### src/rtl/uart_rx_ctrl.sv
// uart_rx_ctrl: frame controller for the UART receiver.
//   Owns the per-bit edge counter and the frame bit counter. It sequences the
//   start, data, optional parity and stop phases, and drives the enables for
//   the sampler, deserializer and checkers. It drops a frame on a start glitch
//   or a parity error, and pulses data_valid_o for one clk after a good stop bit.
// Ports:
//   clk            receiver clock (prescale x baud)
//   rst            synchronous, active-low reset
//   rx_in_i        synchronised serial line, idle high
//   par_en_i       frame carries a parity bit (latched at frame start)
//   prescale_i     clocks per bit (latched at frame start)
//   strt_glitch_i  registered start-checker flag
//   par_err_i      registered parity-checker flag
//   stop_err_i     registered stop-checker flag
//   edge_count_o   clock index within the current bit
//   bit_count_o    bit index in the frame: 0=start, 1..DATA_W=data, then parity/stop
//   *_en_o         registered enables to the datapath blocks
//   data_valid_o   one-cycle pulse per good frame
module uart_rx_ctrl #(
  parameter int DATA_W     = 8,
  parameter int PRESCALE_W = 6,
  parameter int BIT_CNT_W  = 4
) (
  input  logic                  clk,
  input  logic                  rst,
  input  logic                  rx_in_i,
  input  logic                  par_en_i,
  input  logic [PRESCALE_W-1:0] prescale_i,
  input  logic                  strt_glitch_i,
  input  logic                  par_err_i,
  input  logic                  stop_err_i,
  output logic [PRESCALE_W-1:0] edge_count_o,
  output logic [BIT_CNT_W-1:0]  bit_count_o,
  output logic                  dat_samp_en_o,
  output logic                  strt_chk_en_o,
  output logic                  deser_en_o,
  output logic                  par_chk_en_o,
  output logic                  stop_chk_en_o,
  output logic                  data_valid_o
);

  typedef enum logic [2:0] {IDLE, START, DATA, PARITY, STOP} state_t;

  state_t                state_q, state_d;
  logic [PRESCALE_W-1:0] edge_q, edge_d;
  logic [BIT_CNT_W-1:0]  bit_q, bit_d;
  logic [PRESCALE_W-1:0] p_q, p_d;
  logic                  pe_q, pe_d;
  logic                  samp_q, samp_d;
  logic                  strt_q, strt_d;
  logic                  deser_q, deser_d;
  logic                  par_q, par_d;
  logic                  stop_q, stop_d;
  logic                  dv_q, dv_d;

  logic                  last;
  logic [PRESCALE_W-1:0] edge_inc;

  // The edge counter wraps at P-1. With an illegal prescale the compare still
  // hits within one full counter wrap, so the frame always terminates.
  assign last     = (edge_q == p_q - PRESCALE_W'(1));
  assign edge_inc = last ? '0 : edge_q + PRESCALE_W'(1);

  always_comb begin
    state_d = state_q;
    edge_d  = edge_q;
    bit_d   = bit_q;
    p_d     = p_q;
    pe_d    = pe_q;
    dv_d    = 1'b0;
    case (state_q)
      IDLE: begin
        edge_d = '0;
        bit_d  = '0;
        if (!rx_in_i) begin
          state_d = START;
          p_d     = prescale_i;
          pe_d    = par_en_i;
        end
      end
      START: begin
        edge_d = edge_inc;
        if (last) begin
          if (strt_glitch_i) begin
            state_d = IDLE;
            bit_d   = '0;
          end else begin
            state_d = DATA;
            bit_d   = BIT_CNT_W'(1);
          end
        end
      end
      DATA: begin
        edge_d = edge_inc;
        if (last) begin
          bit_d = bit_q + BIT_CNT_W'(1);
          if (bit_q == BIT_CNT_W'(DATA_W)) state_d = pe_q ? PARITY : STOP;
        end
      end
      PARITY: begin
        edge_d = edge_inc;
        if (last) begin
          if (par_err_i) begin
            state_d = IDLE;
            bit_d   = '0;
          end else begin
            state_d = STOP;
            bit_d   = bit_q + BIT_CNT_W'(1);
          end
        end
      end
      STOP: begin
        edge_d = edge_inc;
        if (last) begin
          state_d = IDLE;
          bit_d   = '0;
          dv_d    = !stop_err_i;
        end
      end
      default: begin
        state_d = IDLE;
        edge_d  = '0;
        bit_d   = '0;
      end
    endcase
  end

  // Enables are decoded from the next state so they line up with the
  // registered counters. deser fires at edge H+2, one clk after the checkers'
  // majority becomes valid.
  always_comb begin
    samp_d  = (state_d != IDLE);
    strt_d  = (state_d == START);
    deser_d = (state_d == DATA) && (edge_d == (p_d >> 1) + PRESCALE_W'(2));
    par_d   = (state_d == PARITY);
    stop_d  = (state_d == STOP);
  end

  always_ff @(posedge clk) begin
    if (!rst) begin
      state_q <= IDLE;
      edge_q  <= '0;
      bit_q   <= '0;
      p_q     <= '0;
      pe_q    <= 1'b0;
      samp_q  <= 1'b0;
      strt_q  <= 1'b0;
      deser_q <= 1'b0;
      par_q   <= 1'b0;
      stop_q  <= 1'b0;
      dv_q    <= 1'b0;
    end else begin
      state_q <= state_d;
      edge_q  <= edge_d;
      bit_q   <= bit_d;
      p_q     <= p_d;
      pe_q    <= pe_d;
      samp_q  <= samp_d;
      strt_q  <= strt_d;
      deser_q <= deser_d;
      par_q   <= par_d;
      stop_q  <= stop_d;
      dv_q    <= dv_d;
    end
  end

  assign edge_count_o  = edge_q;
  assign bit_count_o   = bit_q;
  assign dat_samp_en_o = samp_q;
  assign strt_chk_en_o = strt_q;
  assign deser_en_o    = deser_q;
  assign par_chk_en_o  = par_q;
  assign stop_chk_en_o = stop_q;
  assign data_valid_o  = dv_q;

endmodule
### config.mk
export PLATFORM = sky130hd
export DESIGN_NAME = uart_rx_ctrl
export DESIGN_NICKNAME = d
export VERILOG_FILES = /design/src/rtl/uart_rx_ctrl.sv
export SDC_FILE = /design/constraint.sdc
export NUM_CORES = 1
export LEC_CHECK = 0
export ABC_CLOCK_PERIOD_IN_PS = 3210
export BUFFER_PORTS_ARGS = -buffer_cell sky130_fd_sc_hd__buf_4
export CAP_MARGIN = 10
export CORE_ASPECT_RATIO = 0.9
export CORE_MARGIN = 3
export CORE_UTILIZATION = 50
export DETAILED_ROUTE_END_ITERATION = 8
export GPL_ROUTABILITY_DRIVEN = 0
export GPL_TIMING_DRIVEN = 1
export PLACE_DENSITY = 0.72
export SLEW_MARGIN = 10
export SYNTH_ARGS = -nofsm -noshare
export SYNTH_HDL_FRONTEND = slang
export SYNTH_SLANG_ARGS = --single-unit
### constraint.sdc
create_clock -name clk -period 3.21 [get_ports clk]
set_clock_uncertainty 0.05 [all_clocks]
set_input_delay 0.321 -clock clk [delete_from_list [all_inputs] [get_ports clk]]
set_output_delay 0.321 -clock clk [all_outputs]
set_load 0.05 [all_outputs]
# [After elaboration in Yosys (flattened, before gate mapping)]
# Cells that the tools add are included.
[totals] register_bits=26 latchBits=0 ram_bits=0 mem_bits_ro=0 input_bits=13 out_inout_bits=16 n_memories=0
[classes] addsub=4 n_mul=0 div_mod_pow=0 n_lt_le_gt_ge=0 eq_ne=15 n_shift=0 mux=21 bitwise=1 n_reduce_logical=8
[op_table] cell="3-bit 2-to-1 mux" count=8
[op_table] cell="6-bit 2-to-1 mux" count=4
[op_table] cell="4-bit 2-to-1 mux" count=5
[op_table] cell="4-bit one-hot mux with 4 select lines" count=1
[op_table] cell="3-bit one-hot mux with 5 select lines" count=1
[op_table] cell="3-bit by 2-bit equality test with 1-bit output, second input constant" count=4
[op_table] cell="6-bit equality test" count=2
[op_table] cell="2-bit != test, second input constant" count=4
[op_table] cell="5-bit by 2-bit adder with 6-bit output, second input constant" count=1
[op_table] cell="6-bit by 1-bit adder with 6-bit output, second input constant" count=1
[op_table] cell="3-bit by 1-bit equality test with 1-bit output, second input constant" count=2
[op_table] cell="3-bit equality test, second input constant" count=2
[op_table] cell="6-bit by 1-bit subtractor with 6-bit output, second input constant" count=1
[op_table] cell="4-bit by 1-bit adder with 4-bit output, second input constant" count=1
[op_table] cell="4-bit equality test, second input constant" count=1
[op_table] cell="4-bit AND reduction" count=1
[op_table] cell="4-bit OR reduction" count=1
[op_table] cell="3-bit logical NOT" count=1
[op_table] cell="3-bit AND reduction" count=1
[op_table] cell="3-bit nonzero test" count=1
[op_table] cell="2-bit 2-to-1 mux" count=1
[op_table] cell="2-bit AND reduction" count=1
[op_table] cell="1-bit logical AND" count=1
[op_table] cell="1-bit logical NOT" count=1
[op_table] cell="other kinds (2)" count=2

# [Longest topological paths before layout]
[logic_depth] ltp_word=6 mapped_depth=10 depth_no_buf=10

# [Least setup slack after synthesis]
# OpenSTA, ideal clock, no wires.
[synth_path] path_type="reg-to-reg" from="register state_q[1]" to="register deser_q, in the netlist deser_en_o" setup_time_ns=0.061 t_arrival_ns=2.719 path_slack_ns=0.379 stages_incl_launch_ff=11 path_buffers=2 synth_period_minus_slack_ns=2.831 path_cell_list="dfxtp_1 > buf_2 > nor4_4 > buf_2 > mux2_2 > ha_1 > xnor2_1 > o2bb2ai_1 > mux2_2 > a2111oi_0 > and4_1"
[synth_via] elab_chain_cells=5
[synth_rtl] item="from (decl)" line="44" source="state_t state_q, state_d;"
[synth_rtl] item="from (signal assigned)" line="153" source="state_q <= state_d;"
[synth_rtl] item="3-bit logical NOT" line="71" source="case (state_q)"
[synth_rtl] item="6-bit 2-to-1 mux" line="71"
[synth_rtl] item="named net p_d[3]" line="47" source="logic [PRESCALE_W-1:0] p_q, p_d;"
[synth_rtl] item="5-bit by 2-bit adder with 6-bit output" line="134" source="deser_d = (state_d == DATA) && (edge_d == (p_d >> 1) + PRESCALE_W'(2));"
[synth_rtl] item="6-bit equality test" line="134"
[synth_rtl] item="1-bit logical AND" line="134"
[synth_rtl] item="to (signal assigned)" line="160" source="deser_q <= deser_d;"
[synth_rtl] item="to (decl)" line="51" source="logic deser_q, deser_d;"
# The timed path passes the listed nets, and every way through them passes these cells.
# A chain may end at the register's enable or synchronous reset.

# [Worst setup path after layout]
[layout_path] from="register state_q[0]" to="register deser_q, in the netlist deser_en_o"
# Same word-level chain as after synthesis.

==> results.toml <==
[status]
status = "complete, no violations"

[pwr]
total_leakage_power_nw = 0.746
internal_power_w = 0.000473
p_total_w = 0.000672
p_per_area_nw_per_um2 = 379
vdd.ir_drop.worst_mv = 0.359
swShare_pct = 29.6
clkPwrFrac_pct = 25.5
sequentialPowerShare_pct = 52.0
p_sw_w = 0.000199
p_comb_share_pct = 22.5

[clock_tree]
htreeDepth = 1
cts_setup_buffers = 0
tritoncts = "done"
root_buffer = "clkbuf_4"
clk_latency_ps = 340
cts.sinks = 26
cts_buffer_depth = 2
clk_pin_slew_ps = 150
numCtsBuffers = 3
postCtsHoldBufs = 0
ctsResizeCount = 0

[die]
start_util_pct = 53.6
die_area_sq_um = 3690
num_rows = 18
die_h_um = 57.9
core_sq_um = 2790
die_w_um = 63.7
ios = 29

[detailed_routing]
wl_per_cell_um = 14.2
ant_nets = 0
drc_errors = 0
vias = 1321
drtIter0Drc = 54
routed_via_density = 5.44
drt_wl_total_um = 3450
first_pass_iters = 4

[grt]
antenna_found_initial = 0
grt_pass1_vias = 1266
grt_max_degree = 15
grt_pass1_wl_um = 5910
grt_usage_pct = 20.7
overflow = 0

[critical_path]
critPathSlowestCell = "nor4_4"
cp_slowest_stage_delay_ps = 510
path_max_fanout = 11
cp.arrival_ps = 3100
cp_num_buf_inv = 0
worst_setup_path_end_kind = "register"
cp.required_ps = 3450
critPathTopFamily = "simple AND/OR/NAND/NOR gates"
path_class = "reg -> reg"
cp_common_cell = "mux2_2"
cp_cell_sequence = "nor4_4 -> mux2_2 -> ha_1 -> xnor2_1 -> o2bb2ai_1 -> mux2_2 -> a2111oi_0 -> and4_1"
setup.worst_path.start_class = "register"

[sta]
hold_viol = 0
tightest_slew_ps = 492
min_period_ps = 2850
tns_ps = 0
relSlewSlack_pct = 67.2
fin_crit_sh_pct = 88.9
rsz0062_at_grt = "no"
fmax_mhz = 350
maxSlewViolCount = 0
setup_viol = 0

[yosys]
yosys.cell_types.count = 45
yosys_warnings = 0
syn-num-nets = 194
seq_area_frac_synth_pct = 34.8
syn_area_sq_um = 1500
synth_seq_cells = 26
synth_cells = 176
synth_edf_count = 0
async_flop_share_pct = 0
avgSynthCellArea_sq_um = 8.51
synth_top_flop_cell = "dfxtp_1"

[layout]
area_growth_pct = 18.5
layout-drive-gt1-share_pct = 21.7
multi_input_area_sq_um = 893
utilization_pct = 63.5
final_common_cell = "buf_4"
fillCellCount = 267
diodes = 0
ff_latch_area_sq_um = 520
layout_common_cells = "31 x buf_4, 26 x nor2_1, 26 x dfxtp_1, 12 x nand2_1, 11 x a21oi_1"
nNetsFinal = 222

[placement]
dpl.hpwl_um = 2710
port-buffer-count = 28

[worst_hold_path]
worstHoldPathType = "in -> reg"

[run]
maxCapViolations = 0
==> cell families (layout without fill, tap and decap cells) <==
| group | Yosys count | count (layout) | synth area share [%] |
|---|---|---|---|
| adders and majority gates | 5 | 5 | 4.18 |
| buffers and inverters | 19 | 46 | 5.60 |
| xor gates and xnor gates | 17 | 17 | 9.94 |
| DFF | 26 | 26 | 34.8 |
| AOI/OAI and AO/OA | 33 | 33 | 15.9 |
| and+or+nand+nor | 66 | 66 | 22.7 |
| muxes | 10 | 10 | 6.93 |
==> path summary, 6_finish.rpt <==
path	start	endpoint	slack (ps)	cells past startpoint
worst min-delay path	stop_err_i	data_valid_o	90	2
worst max-delay path	state_q[0]	deser_en_o	360	8
worst min register to register	bit_count_o[1]	bit_count_o[1]	480	2
worst max register to register	state_q[0]	deser_en_o	360	8
==> per-stage QoR <==
| stage | hold slack (ps) | setup WS, ps | std cells | cell area, sq um |
|---|---|---|---|---|
| after floorplan | 348 | 379 | 176 | 1500 |
| after global placement | 435 | 539 | 239 | 1740 |
| after detailed placement | 442 | 405 | 239 | 1740 |
| after CTS | 76.0 | 376 | 243 | 1770 |
| after global routing | 66.7 | 146 | 243 | 1770 |
| final | 86.8 | 356 | 243 | 1770 |
==> metal layers <==
layer / global-route usage, % / vias up / share of wire, %
met5: 0 / - / 0
met4: 8.00 / 0 / 1.5
met3: 5.43 / 4 / 5.4
met2: 32.9 / 32 / 46
met1: 27.0 / 617 / 47
li1: - / 668 / -
==> power by group through the flow <==
stage	combinational (W)	sequential [W]	clock [W]
after floorplan	0.0000997	0.000361	0
after global placement	0.000147	0.000355	0
after detailed placement	0.000151	0.000356	0
after CTS	0.000151	0.000349	0.000176
after global routing	0.000166	0.000352	0.000187
final	0.000151	0.000349	0.000172
==> registers in the layout, summed over array words and instances (netlist names) <==
signal / flops
stop_chk_en_o: 1
p_q: 6
dat_samp_en_o: 1
pe_q: 1
par_chk_en_o: 1
edge_count_o: 6
bit_count_o: 4
strt_chk_en_o: 1
data_valid_o: 1
deser_en_o: 1
state_q: 3
==> cell usage after synthesis, types with 2 or more instances <==
cell type  number  area (sq um)
a21oi_1        11          55.1
a32oi_1         3          26.3
and2_1          3          18.8
and3_1          2          12.5
buf_2           2          10.0
clkbuf_1        3          11.3
clkbuf_2        2          10.0
dfxtp_1        26           521
ha_1            5          62.6
inv_1          10          37.5
mux2_2          3          33.8
mux2i_1         7          70.1
nand2_1        12          45.0
nand3_1         7          35.0
nor2_1         26          97.6
nor2b_1         3          18.8
nor4b_1         2          17.5
o21ai_0         4          20.0
o32ai_1         3          26.3
or3_1           2          12.5
xnor2_1         9          78.8
xor2_1          8          70.1
==> area by class of cell <==
class	count	share of cell area, %
multi-input cells	131	50.4
flip-flops and latches	26	29.3
clock buffers	4	2.05
repair buffers	31	13.1
well taps	40	2.82
inverters	11	2.33
==> worst reg2reg max path, stage by stage (launching register included) <==
cell	delay (ps)
dfxtp_1	450
nor4_4	510
mux2_2	410
ha_1	230
xnor2_1	220
o2bb2ai_1	100
mux2_2	260
a2111oi_0	350
and4_1	240
No activity file was read; power rests on OpenSTA's default activity.
